[config.mk]
export PLATFORM = sky130hd
export DESIGN_NAME = decode_stage
export DESIGN_NICKNAME = d
export VERILOG_FILES = /design/src/rtl/decode_stage.sv
export SDC_FILE = /design/constraint.sdc
export NUM_CORES = 1
export LEC_CHECK = 0
export ABC_AREA = 1
export CELL_PAD_IN_SITES_DETAIL_PLACEMENT = 1
export CELL_PAD_IN_SITES_GLOBAL_PLACEMENT = 2
export CORE_MARGIN = 2
export CORE_UTILIZATION = 25
export DETAILED_ROUTE_END_ITERATION = 7
export PLACE_DENSITY_LB_ADDON = 0.3
export SETUP_SLACK_MARGIN = 0.5
export SLEW_MARGIN = 10
export SYNTH_ARGS = -nofsm -noshare
export SYNTH_HDL_FRONTEND = slang
export SYNTH_SLANG_ARGS = --single-unit
[constraint.sdc]
create_clock -name i_clk -period 2.2 [get_ports i_clk]
set_input_delay 0.44 -clock i_clk [delete_from_list [all_inputs] [get_ports i_clk]]
set_output_delay 0.44 -clock i_clk [all_outputs]
set_load 0.005 [all_outputs]
[src/rtl/decode_stage.sv]
// Registered instruction-decode stage for the toy CPU: valid/ready on both sides,
// load-use and flag-hazard interlocks, illegal-opcode flag and flush.
module decode_stage #(
   parameter int unsigned DATA_W   = 16,
   parameter int unsigned LOAD_LAT = 2,
   parameter int unsigned FLAG_LAT = 1
) (
   input  logic              i_clk,
   input  logic              i_rst,
   input  logic              i_flush,
   input  logic              i_in_valid,
   output logic              o_in_ready,
   input  logic [15:0]       i_in_instr,
   input  logic              i_c_flag,
   input  logic              i_z_flag,
   output logic              o_out_valid,
   input  logic              i_out_ready,
   output logic [1:0]        o_next_pc_sel,
   output logic              o_reg_data_in_source,
   output logic              o_imm_data,
   output logic              o_reg_file_we,
   output logic              o_mem_we,
   output logic              o_d_addr_sel,
   output logic [1:0]        o_reg_dst,
   output logic [1:0]        o_reg_src1,
   output logic [1:0]        o_reg_src2,
   output logic [3:0]        o_alu_op,
   output logic [DATA_W-1:0] o_instr_data,
   output logic              o_out_illegal
);

   localparam logic [3:0] OP_ADD    = 4'b0000;
   localparam logic [3:0] OP_LD_IMM = 4'b1010;
   localparam logic [3:0] OP_LD_IND = 4'b1011;
   localparam logic [3:0] OP_MV     = 4'b1100;
   localparam logic [3:0] OP_ST_IND = 4'b1101;
   localparam logic [3:0] OP_BR_IMM = 4'b1110;
   localparam logic [3:0] OP_BR_IND = 4'b1111;

   logic [3:0]        w_op;
   logic [1:0]        w_rd;
   logic [1:0]        w_rs1;
   logic [1:0]        w_rs2;
   logic              w_br_taken;
   logic              w_accept;
   logic              w_issue;

   logic [1:0]        w_dec_next_pc_sel;
   logic              w_dec_src;
   logic              w_dec_imm;
   logic              w_dec_we;
   logic              w_dec_mem_we;
   logic              w_dec_addr_sel;
   logic [3:0]        w_dec_alu_op;
   logic [DATA_W-1:0] w_dec_data;
   logic              w_dec_illegal;
   logic              w_reads_rs1;
   logic              w_reads_rs2;
   logic              w_is_branch;

   logic              w_pend_rs1;
   logic              w_pend_rs2;
   logic              w_load_haz;
   logic              w_flag_haz;

   logic              r_out_valid;
   logic [3:0]        r_op;
   logic [1:0]        r_next_pc_sel;
   logic              r_reg_data_in_source;
   logic              r_imm_data;
   logic              r_reg_file_we;
   logic              r_mem_we;
   logic              r_d_addr_sel;
   logic [1:0]        r_reg_dst;
   logic [1:0]        r_reg_src1;
   logic [1:0]        r_reg_src2;
   logic [3:0]        r_alu_op;
   logic [DATA_W-1:0] r_instr_data;
   logic              r_out_illegal;

   logic [LOAD_LAT-1:0] r_sb_vld;
   logic [1:0]          r_sb_rd [LOAD_LAT];
   logic [1:0]          r_flag_cnt;

   assign w_op  = i_in_instr[15:12];
   assign w_rd  = i_in_instr[11:10];
   assign w_rs1 = i_in_instr[9:8];
   assign w_rs2 = i_in_instr[7:6];
   // brFlagSel picks the flag, brFlag is the value it must equal
   assign w_br_taken = ((i_in_instr[11] ? i_z_flag : i_c_flag) == i_in_instr[10]);

   always_comb begin
      w_dec_next_pc_sel = 2'b00;
      w_dec_src         = 1'b0;
      w_dec_imm         = 1'b0;
      w_dec_we          = 1'b0;
      w_dec_mem_we      = 1'b0;
      w_dec_addr_sel    = 1'b0;
      w_dec_alu_op      = 4'b0000;
      w_dec_data        = '0;
      w_dec_illegal     = 1'b0;
      w_reads_rs1       = 1'b0;
      w_reads_rs2       = 1'b0;
      w_is_branch       = 1'b0;
      case (w_op)
         OP_ADD: begin
            w_dec_we    = 1'b1;
            w_reads_rs1 = 1'b1;
            w_reads_rs2 = 1'b1;
         end
         OP_LD_IMM: begin
            w_dec_imm  = 1'b1;
            w_dec_we   = 1'b1;
            w_dec_data = DATA_W'(i_in_instr[7:0]);
         end
         OP_LD_IND: begin
            w_dec_addr_sel = 1'b1;
            w_dec_src      = 1'b1;
            w_dec_we       = 1'b1;
            w_reads_rs1    = 1'b1;
         end
         OP_MV: begin
            w_dec_we     = 1'b1;
            w_dec_alu_op = 4'b1111;
            w_reads_rs1  = 1'b1;
         end
         OP_ST_IND: begin
            w_dec_addr_sel = 1'b1;
            w_dec_mem_we   = 1'b1;
            w_reads_rs1    = 1'b1;
            w_reads_rs2    = 1'b1;
         end
         OP_BR_IMM: begin
            w_is_branch = 1'b1;
            if (w_br_taken) begin
               w_dec_next_pc_sel = 2'b01;
               w_dec_data        = DATA_W'(i_in_instr[7:0]);
            end
         end
         OP_BR_IND: begin
            w_is_branch = 1'b1;
            w_reads_rs1 = 1'b1;
            if (w_br_taken) begin
               w_dec_next_pc_sel = 2'b10;
            end
         end
         default: w_dec_illegal = 1'b1;
      endcase
   end

   // A source is pending while its producing load sits in the output register
   // or in any live scoreboard slot.
   always_comb begin
      w_pend_rs1 = r_out_valid && (r_op == OP_LD_IND) && (r_reg_dst == w_rs1);
      w_pend_rs2 = r_out_valid && (r_op == OP_LD_IND) && (r_reg_dst == w_rs2);
      for (int i = 0; i < int'(LOAD_LAT); i++) begin
         if (r_sb_vld[i] && (r_sb_rd[i] == w_rs1)) w_pend_rs1 = 1'b1;
         if (r_sb_vld[i] && (r_sb_rd[i] == w_rs2)) w_pend_rs2 = 1'b1;
      end
   end

   assign w_load_haz = (w_reads_rs1 && w_pend_rs1) || (w_reads_rs2 && w_pend_rs2);
   assign w_flag_haz = w_is_branch && ((r_out_valid && (r_op == OP_ADD)) || (r_flag_cnt != 2'd0));

   assign o_in_ready = !i_rst && !i_flush && !w_load_haz && !w_flag_haz &&
                       (!r_out_valid || i_out_ready);
   assign w_accept   = i_in_valid && o_in_ready;
   assign w_issue    = r_out_valid && i_out_ready;

   always_ff @(posedge i_clk) begin
      if (i_rst) begin
         r_out_valid          <= 1'b0;
         r_op                 <= '0;
         r_next_pc_sel        <= '0;
         r_reg_data_in_source <= 1'b0;
         r_imm_data           <= 1'b0;
         r_reg_file_we        <= 1'b0;
         r_mem_we             <= 1'b0;
         r_d_addr_sel         <= 1'b0;
         r_reg_dst            <= '0;
         r_reg_src1           <= '0;
         r_reg_src2           <= '0;
         r_alu_op             <= '0;
         r_instr_data         <= '0;
         r_out_illegal        <= 1'b0;
      end else begin
         if (i_flush) begin
            r_out_valid <= 1'b0;
         end else if (w_accept) begin
            r_out_valid <= 1'b1;
         end else if (w_issue) begin
            r_out_valid <= 1'b0;
         end
         if (w_accept) begin
            r_op                 <= w_op;
            r_next_pc_sel        <= w_dec_next_pc_sel;
            r_reg_data_in_source <= w_dec_src;
            r_imm_data           <= w_dec_imm;
            r_reg_file_we        <= w_dec_we;
            r_mem_we             <= w_dec_mem_we;
            r_d_addr_sel         <= w_dec_addr_sel;
            r_reg_dst            <= w_rd;
            r_reg_src1           <= w_rs1;
            r_reg_src2           <= w_rs2;
            r_alu_op             <= w_dec_alu_op;
            r_instr_data         <= w_dec_data;
            r_out_illegal        <= w_dec_illegal;
         end
      end
   end

   // Issue bookkeeping is independent of flush: a load or add leaving this
   // cycle still has to be tracked downstream.
   always_ff @(posedge i_clk) begin
      if (i_rst) begin
         r_sb_vld   <= '0;
         r_flag_cnt <= 2'd0;
         for (int i = 0; i < int'(LOAD_LAT); i++) begin
            r_sb_rd[i] <= 2'd0;
         end
      end else begin
         r_sb_vld[0] <= w_issue && (r_op == OP_LD_IND);
         r_sb_rd[0]  <= r_reg_dst;
         for (int i = 1; i < int'(LOAD_LAT); i++) begin
            r_sb_vld[i] <= r_sb_vld[i-1];
            r_sb_rd[i]  <= r_sb_rd[i-1];
         end
         if (w_issue && (r_op == OP_ADD)) begin
            r_flag_cnt <= 2'(FLAG_LAT);
         end else if (r_flag_cnt != 2'd0) begin
            r_flag_cnt <= r_flag_cnt - 2'd1;
         end
      end
   end

   assign o_out_valid          = r_out_valid;
   assign o_next_pc_sel        = r_next_pc_sel;
   assign o_reg_data_in_source = r_reg_data_in_source;
   assign o_imm_data           = r_imm_data;
   assign o_reg_file_we        = r_reg_file_we;
   assign o_mem_we             = r_mem_we;
   assign o_d_addr_sel         = r_d_addr_sel;
   assign o_reg_dst            = r_reg_dst;
   assign o_reg_src1           = r_reg_src1;
   assign o_reg_src2           = r_reg_src2;
   assign o_alu_op             = r_alu_op;
   assign o_instr_data         = r_instr_data;
   assign o_out_illegal        = r_out_illegal;

endmodule
## Word-level counts from Yosys, hierarchy flattened

Memories as Yosys holds them, arrays and structs flattened.
Index checks and enable logic that the tools add are counted.
W data, S select, Z words.

| operators by class | value |
|---|---|
| add/sub/neg operators | 1 |
| equality and inequality tests | 14 |
| muxes and demuxes | 29 |
| bitwise logic cells | 2 |
| reductions and logical operators | 40 |

Operator list:

| cell | count |
|---|---|
| $eq A4 B4 Y1 const B | 7 |
| $mux W1 | 22 |
| $logic_and A1 B1 Y1 | 19 |
| $pmux W8 S2 | 1 |
| $eq A2 B2 Y1 | 6 |
| $reduce_or A2 Y1 | 5 |
| $logic_not A4 Y1 | 2 |
| $mux W8 | 1 |
| $reduce_or A7 Y1 | 1 |
| $mux W2 | 3 |
| $reduce_bool A2 Y1 | 3 |
| $logic_not A1 Y1 | 5 |
| $reduce_or A5 Y1 | 1 |
| $mux W4 | 1 |
| $pmux W2 S2 | 1 |
| $reduce_or A4 Y1 | 1 |
| $logic_or A1 B1 Y1 | 3 |
| $or A1 B1 Y1 | 2 |
| $sub A2 B1 Y2 const B | 1 |
| $eq A1 B1 Y1 | 1 |

| storage, ports and cells | value |
|---|---|
| bits in registers | 43 |
| memory bits (writable) | 4 |
| bits of input ports | 23 |
| output and inout bits | 36 |
| logic and storage cells | 104 |
| memories | 1 |

Memory list:

| name | depth | bits a word | rd ports | clocked after Yosys merged registers in | wr ports | line | RTL |
|---|---|---|---|---|---|---|---|
| r_sb_rd | 2 | 2 | 2 | 0 | 2 | 82 | `logic [1:0] r_sb_rd [LOAD_LAT];` |

## Longest topological paths before layout

Gate-level depths: netlist (run 1).

| logic depth | value |
|---|---|
| word-level depth | 13 |
| gate-level depth with buffers | 13 |
| gate-level depth less buffers | 11 |

## Least setup slack after synthesis (run 1)

No wires, ideal clock.

| timing | value |
|---|---|
| path kind | input to register |
| start point | in i_in_instr[7] |
| end point | reg r_instr_data[2], in the netlist o_instr_data[2] |
| library setup time | 0.113 ns |
| data arrival time | 1.540 ns |
| data required time | 2.087 ns |
| setup slack | 0.547 ns |
| stages | 13 |
| path buffers | 2 |
| path through | buf_2 inv_2 nand2_1 nand2_1 nand3_1 nand3_1 nand2_1 nand3_4 nor2_8 buf_12 nand2_1 nand2_1 nor2_1 |

| on the way | value |
|---|---|
| cells in the longest elaborated chain, start to end | 11 |
| elaborated cells between the ends (all ways) | 15 |
| classes of those cells | eq/ne (3); mux (2); reduce/logical (10) |

RTL lines:

| element | line | RTL |
|---|---|---|
| start: declaration | 13 | `input logic [15:0] i_in_instr,` |
| $eq A2 B2 Y1, on equally long branches | 155, 158 |  |
| $logic_and A1 B1 Y1, on equally long branches | 155, 158 |  |
| $mux W1 | 158 | `if (r_sb_vld[i] && (r_sb_rd[i] == w_rs2)) w_pend_rs2 = 1'b1;` |
| $mux W1 * | 158 |  |
| $logic_and A1 B1 Y1 * | 162 | `assign w_load_haz = (w_reads_rs1 && w_pend_rs1) \|\| (w_reads_rs2 && w_pend_rs2);` |
| $logic_or A1 B1 Y1 * | 162 |  |
| $logic_not A1 Y1 * | 165 | `assign o_in_ready = !i_rst && !i_flush && !w_load_haz && !w_flag_haz &&` |
| $logic_and A1 B1 Y1 * (3 in a row) | 165 |  |
| $logic_and A1 B1 Y1 * | 167 | `assign w_accept = i_in_valid && o_in_ready;` |
| end signal: assignment | 206 | `r_instr_data <= w_dec_data;` |
| end: declaration | 78 | `logic [DATA_W-1:0] r_instr_data;` |

Every way passes the cells marked *; elsewhere a longest branch is shown, timed or not.
A chain may end at the register's enable or synchronous reset.

## Worst setup path in the final report (run 1)

| timing | value |
|---|---|
| start point | reg r_op[2] |
| end point | out o_in_ready |

| on the way | value |
|---|---|
| cells in the longest elaborated chain, start to end | 11 |
| elaborated cells between the ends (all ways) | 20 |
| classes of those cells | eq/ne (1); mux (4); reduce/logical (15) |

RTL lines:

| element | line | RTL |
|---|---|---|
| start: declaration | 67 | `logic [3:0] r_op;` |
| start signal: assignment | 195 | `r_op <= w_op;` |
| $eq A4 B4 Y1 | 154, 155 |  |
| $logic_and A1 B1 Y1 | 154, 155 |  |
| $logic_and A1 B1 Y1, on equally long branches | 154, 155 |  |
| $mux W1, on equally long branches (2 in a row) | 157, 158 |  |
| $logic_and A1 B1 Y1 | 162 |  |
| $logic_or A1 B1 Y1 | 162 |  |
| $logic_not A1 Y1 | 165 |  |
| $logic_and A1 B1 Y1 | 165 |  |
| $logic_and A1 B1 Y1 * (2 in a row) | 165 |  |
| end: declaration | 12 | `output logic o_in_ready,` |

Marks and branches as above.

==> impl_metrics.ini, run 1 <==
[run_status]
status = completed

[timing]
fin_skew_ns = 0.00776
finalMaxSlewViolations = 0
fmaxAchievable_mhz = 546
tightest_slew_ns = 0.593
hold_viol_final = 0
slew_headroom_pct = 60.4
period_needed_ns = 1.83
min_period_over_period_pct = 83.2
rsz0062_at_grt = yes
setup_viol = 0

[grt]
grt_max_degree = 24
grtUsageTotal_pct = 13.7
antenna_found_initial = 0
grt_pass1_wl_mm = 9.28
overflow = 0
grt_pass1_vias = 1959

[placement]
hpwl_mm = 4.21
place_congestion = 0.819
postPlaceCellArea_um2 = 2710
io_buffers = 50

[die]
die_h_um = 92.6
core_um2 = 7650
die-width_um = 92.6
die_area_um2 = 8580
rows = 32
initial_core_util_pct = 25.7
ioPinCount = 59

[power_and_ir_drop]
cellLeakagePower_nw = 1.42
powerDensity_nw_per_um2 = 515
ir_drop_mv = 0.246
p_total_mw = 1.69

[detailed_routing]
maxUsedRoutingLayer = met4
drc = 0
routed_via_density = 4.33
wl_met2_mm = 3.11
antenna_left = 0
wl_met3_um = 273
wl_met1_mm = 2.83
routed_wl_mm = 6.33
wl_per_cell_um = 13.3
vias = 2067
drt-initial-drc-count = 53
first_pass_iters = 4

[critical_path]
path_max_fanout = 3
critPathBufInv = 3
arrival_ns = 1.39
worst_r2r_path_depth = 14
cp-start-kind = register
slowest_delay_ns = 0.34
worst-setup-path-type = reg -> out
crit_chain = inv_2 > nand2_4 > nor2_4 > nand3_2 > nand3_2 > nand2_2 > nand3_4 > inv_2 > buf_2
critPathRequiredTime_ns = 1.76
cp_slowest_cell = dfxtp_2
cp_top_family = simple AND/OR/NAND/NOR gates
end_kind = primary output
cp_num_cells = 9

[yosys]
syn-cell-area_um2 = 1960
synthCells = 286
ys_seq_elements = 36
ys_seq_area_share_pct = 36.7
avgSynthCellArea_um2 = 6.86
synth_area_leaders = dfxtp_1, nand2_1, nor2_1
synth.largest_area_cell = dfxtp_1
ys_types = 32
synth_top_area_share_pct = 36.7
yosys_warnings = 0

[clocking]
cts_tree = done
cts.sinks = 36
clkTransAtPathRegs_ns = 0.07
clock_latency_ns = 0.29
ctsHtreeMaxLevel = 2
clk_path_buf_depth = 2
root_buffer = clkbuf_8
hold_buffers = 0
numCtsBuffers = 5

[final_layout]
final_layout_size_suffix_gt1_share_pct = 41.6
design_area_um2 = 3290
antennaDiodeCount = 0
layout.nets = 398
area_growth_pct = 67.6
fillers = 930

[hold_path]
hold_depth = 2
hp-class = reg -> reg

[run]
cap_viol_max_count = 0
[flip-flops by register name (all words and copies together), names as in the netlist, 2 cells and up]
register and flops:
r_sb_vld 2, o_next_pc_sel 2, o_instr_data 8, r_op 4, o_reg_src1 2, o_reg_dst 2
o_reg_src2 2, r_sb_rd 4, r_flag_cnt 2
[report_power, final]
group | internal (mW) | switching (mW)
clock | 0.256 | 0.239
combinational | 0.245 | 0.230
sequential | 0.692 | 0.0329
total | 1.19 | 0.502
[path summary, 6_finish.rpt]
kind,startpoint,end,slack (ns)
worst max-delay path,r_op[2],o_in_ready,0.37
worst min-delay path,o_reg_src2[1],o_reg_src2[1],0.46
worst max register to register,r_op[2],o_mem_we,0.43
worst min register to register,o_reg_src2[1],o_reg_src2[1],0.46
[metal layers]
| layer | GRT usage [%] | vias up |
|---|---|---|
| met5 | 0 | - |
| met4 | 5.76 | 0 |
| met3 | 3.58 | 8 |
| met2 | 22.8 | 36 |
| met1 | 16.8 | 970 |
| li1 | - | 1053 |
[area by class of cell]
type	count	area (µm²)	share of cell area, %
multi-input combinational	203	1270	38.5
inverter	33	128	3.88
sequential	36	744	22.6
timing repair buffer	95	933	28.4
tap	102	128	3.88
clock buffer	8	90.1	2.74
[tightest hold or removal path, stage by stage, from the launching register on]
cell     delay, ns
dfxtp_1       0.32
nand2_2       0.07
a21oi_2       0.04
[timing repair]
action,CTS,global route
pin swaps,13,29
gates cloned,0,5
resized for setup,57,82
buffers inserted,7,4
endpoints found under the setup margin,31,28
[cell families (layout without fill, tap and decap cells)]
logic type	Yosys count	in the layout	synth area share (%)
AO/OA/AOI/OAI	26	26	7.14
buffers and inverters	54	136	14.6
other	1	8	0.191
flip-flops	36	36	36.7
AND/OR/NAND/NOR	162	162	38.0
adder cells (fa/ha/maj)	1	1	0.637
XOR/XNOR	6	6	2.68
[per-stage QoR]
step                      TNS, ns  util (%)  setup slack [ns]  hold WS, ns  std cells
after floorplan                 0         -             0.547        0.425        293
after CTS                       0      38.5             0.340        0.468        468
after detailed placement    -3.03      35.4            -0.432        0.457        453
final                           0      43.0             0.369        0.464        477
after global placement      -2.33      35.4            -0.411        0.455        453
after global routing            0      43.0             0.292        0.480        477
[layout by cell type, fill, tap and decap left out, types with 5 or more instances in the layout]
cell type	n
nor2_1	52
nand2_1	44
clkdlybuf4s50_1	37
buf_4	30
dfxtp_1	25
nand2_2	20
inv_1	19
inv_2	13
nand3_2	10
o21ai_2	10
nor2_2	8
conb_1	8
buf_6	8
dfxtp_2	7
nand2_4	6
nand3_1	6
clkbuf_8	6
a21oi_1	5
nand4_1	5
buf_2	5
[synth_stat cells (all sizes together)]
library cell  count
nand2            70
nor3              2
nand3            20
inv              33
nor4              1
or2               1
o21ai            13
buf              19
nand4             6
nor2             62
conb              1
xnor2             6
dfxtp            36
o21a              1
ha                1
clkbuf            2
o22ai             1
a21boi            1
a21oi            10
Note: power is estimated with default switching activity, not from simulation.
==> run 2, diff against run 1 <==
Clock period 2.2 ns to 1.9 ns, I/O delays scaled along.
==> run 2 against run 1 <==
  * Utilization is 1.7 points higher
  * Via count is 2.5% higher
  * Highest routed layer unchanged
  * Critical endpoint unchanged
  * Routed wire length is 4.9% higher
  * Critical path type is now in -> out
  * Setup slack lost 0.24 ns
  * Die area unchanged
  * Register-to-register slack got worse by 0.27 ns
==> impl_metrics.ini, run 2 (same netlist as run 1, synthesis figures left out) <==
[run_status]
status = completed

[clocking]
clk_path_buf_depth = 2
clkTransAtPathRegs_ns = 0.07
numCtsBuffers = 5
root_buffer = clkbuf_8
cts_tree = done
clock_latency_ns = 0.29
hold_buffers = 0
cts.sinks = 36
ctsHtreeMaxLevel = 2

[critical_path]
worst-setup-path-type = in -> out
arrival_ns = 1.39
r2r_slack_ns = 0.16
path_max_fanout = 3
critPathRequiredTime_ns = 1.52
worstSetupEndpoint = o_in_ready
end_kind = primary output
reg2reg_from = o_out_valid
worst_r2r_path_depth = 13
r2r-end = o_next_pc_sel[1]
cp-start-kind = primary input
critPathLaunch = i_in_instr[15]

[detailed_routing]
drc = 0
first_pass_iters = 4
routed_wl_mm = 6.64
wl_per_cell_um = 13.5
vias = 2118
routed_via_density = 4.32
antenna_left = 0
drt-initial-drc-count = 54

[timing]
fmaxAchievable_mhz = 564
fin_skew_ns = 0.00793
setup_viol = 0
min_period_over_period_pct = 93.2
period_needed_ns = 1.77
hold_viol_final = 0
finalMaxSlewViolations = 0
rsz0062_at_grt = yes

[power_and_ir_drop]
powerDensity_nw_per_um2 = 582
ir_drop_mv = 0.235
cellLeakagePower_nw = 1.61

[die]
rows = 32
die_area_um2 = 8580
initial_core_util_pct = 25.7
die-width_um = 92.6
ioPinCount = 59
core_um2 = 7650
die_h_um = 92.6

[final_layout]
layout.nets = 411
final_common_cell = nand2_1
area_growth_pct = 74.0
final_layout_size_suffix_gt1_share_pct = 44.1
final_cells = 490
fillers = 961
fin_util_pct = 44.7
layout_common_cells = nand2_1, nor2_1, buf_4, dlygate4sd2_1, inv_1
design_area_um2 = 3420
antennaDiodeCount = 0
largest_reg_flops = 8

[run]
cap_viol_max_count = 0

[placement]
postPlaceCellArea_um2 = 2830
place_congestion = 0.845
io_buffers = 50
place_inst = 465
hpwl_mm = 4.41

[grt]
grt_max_degree = 17
antenna_found_initial = 0
met3_usage_pct = 3.01
overflow = 0
use_met1_pct = 18.6
grt_pass1_wl_mm = 10.7
met2_usage_pct = 29.5
grtUsageTotal_pct = 15.7
top_usage_layer = met2
grt_pass1_vias = 2259

[hold_path]
hp-class = in -> reg
[run 2: cell count changes in the layout (fill, tap and decap cells not counted), sizes merged]
| cell | delta |
|---|---|
| clkinvlp | -1 |
| inv | +1 |
| dlygate4sd2 | +24 |
| clkbuf | -7 |
| buf | +15 |
| clkdlybuf4s15 | +7 |
| clkdlybuf4s50 | -26 |
[run 2: metal layers]
metal | share of wire (%) | vias up
li1 | - | 1071
met1 | 43 | 1009
met2 | 53 | 34
met3 | 3.0 | 4
met4 | 0.63 | 0
met5 | 0 | -
[run 2: power breakdown]
part	switching (mW)	total [mW]	internal (mW)
sequential	0.0344	0.838	0.804
clock	0.290	0.586	0.296
combinational	0.277	0.565	0.288
total	0.601	1.99	1.39
[run 2: worst min path at each step]
stage / startpoint / to / slack [ns] / depth (start not counted)
finish: i_in_instr[8] / o_reg_src1[0] / 0.44 / 3
global route: i_in_instr[8] / o_reg_src1[0] / 0.46 / 3
CTS: o_instr_data[6] / o_instr_data[6] / 0.46 / 2
detailed placement: o_instr_data[6] / o_instr_data[6] / 0.45 / 2
global placement: o_reg_src2[0] / o_reg_src2[0] / 0.45 / 2
floorplan: r_sb_vld[0] / r_sb_vld[1] / 0.43 / 2
[run 2: worst max-delay path, cell delays in order]
cell             delay [ns]
clkdlybuf4s15_2        0.22
buf_6                  0.14
nand2_2                0.06
nand2_1                0.08
nand2_2                0.09
nand3_4                0.10
nand2_4                0.10
nand3_4                0.07
inv_2                  0.06
buf_6                  0.08
[run 2: area by class of cell]
cell class | count | area [µm²] | area share [%]
clock buffers | 8 | 90.1 | 2.64
multi-input cells | 203 | 1250 | 36.6
inverters | 33 | 131 | 3.85
repair buffers | 108 | 1060 | 31.1
well taps | 102 | 128 | 3.74
flip-flops and latches | 36 | 756 | 22.1
[run 2: timing repair]
action	CTS	global route
buffers inserted	12	1
resized for setup	113	58
endpoints found under the setup margin	56	31
pin swaps	16	23
cloned	4	0
[run 2: through the flow]
stage	power [mW]	TNS, ns	hold WS, ns	setup slack [ns]
floorplan	1.12	0	0.425	0.366
global placement	1.32	-10.54	0.450	-0.620
detailed placement	1.33	-11.44	0.450	-0.640
CTS	1.96	0	0.459	0.137
global route	2.11	0	0.458	0.0669
finish	1.99	0	0.445	0.128
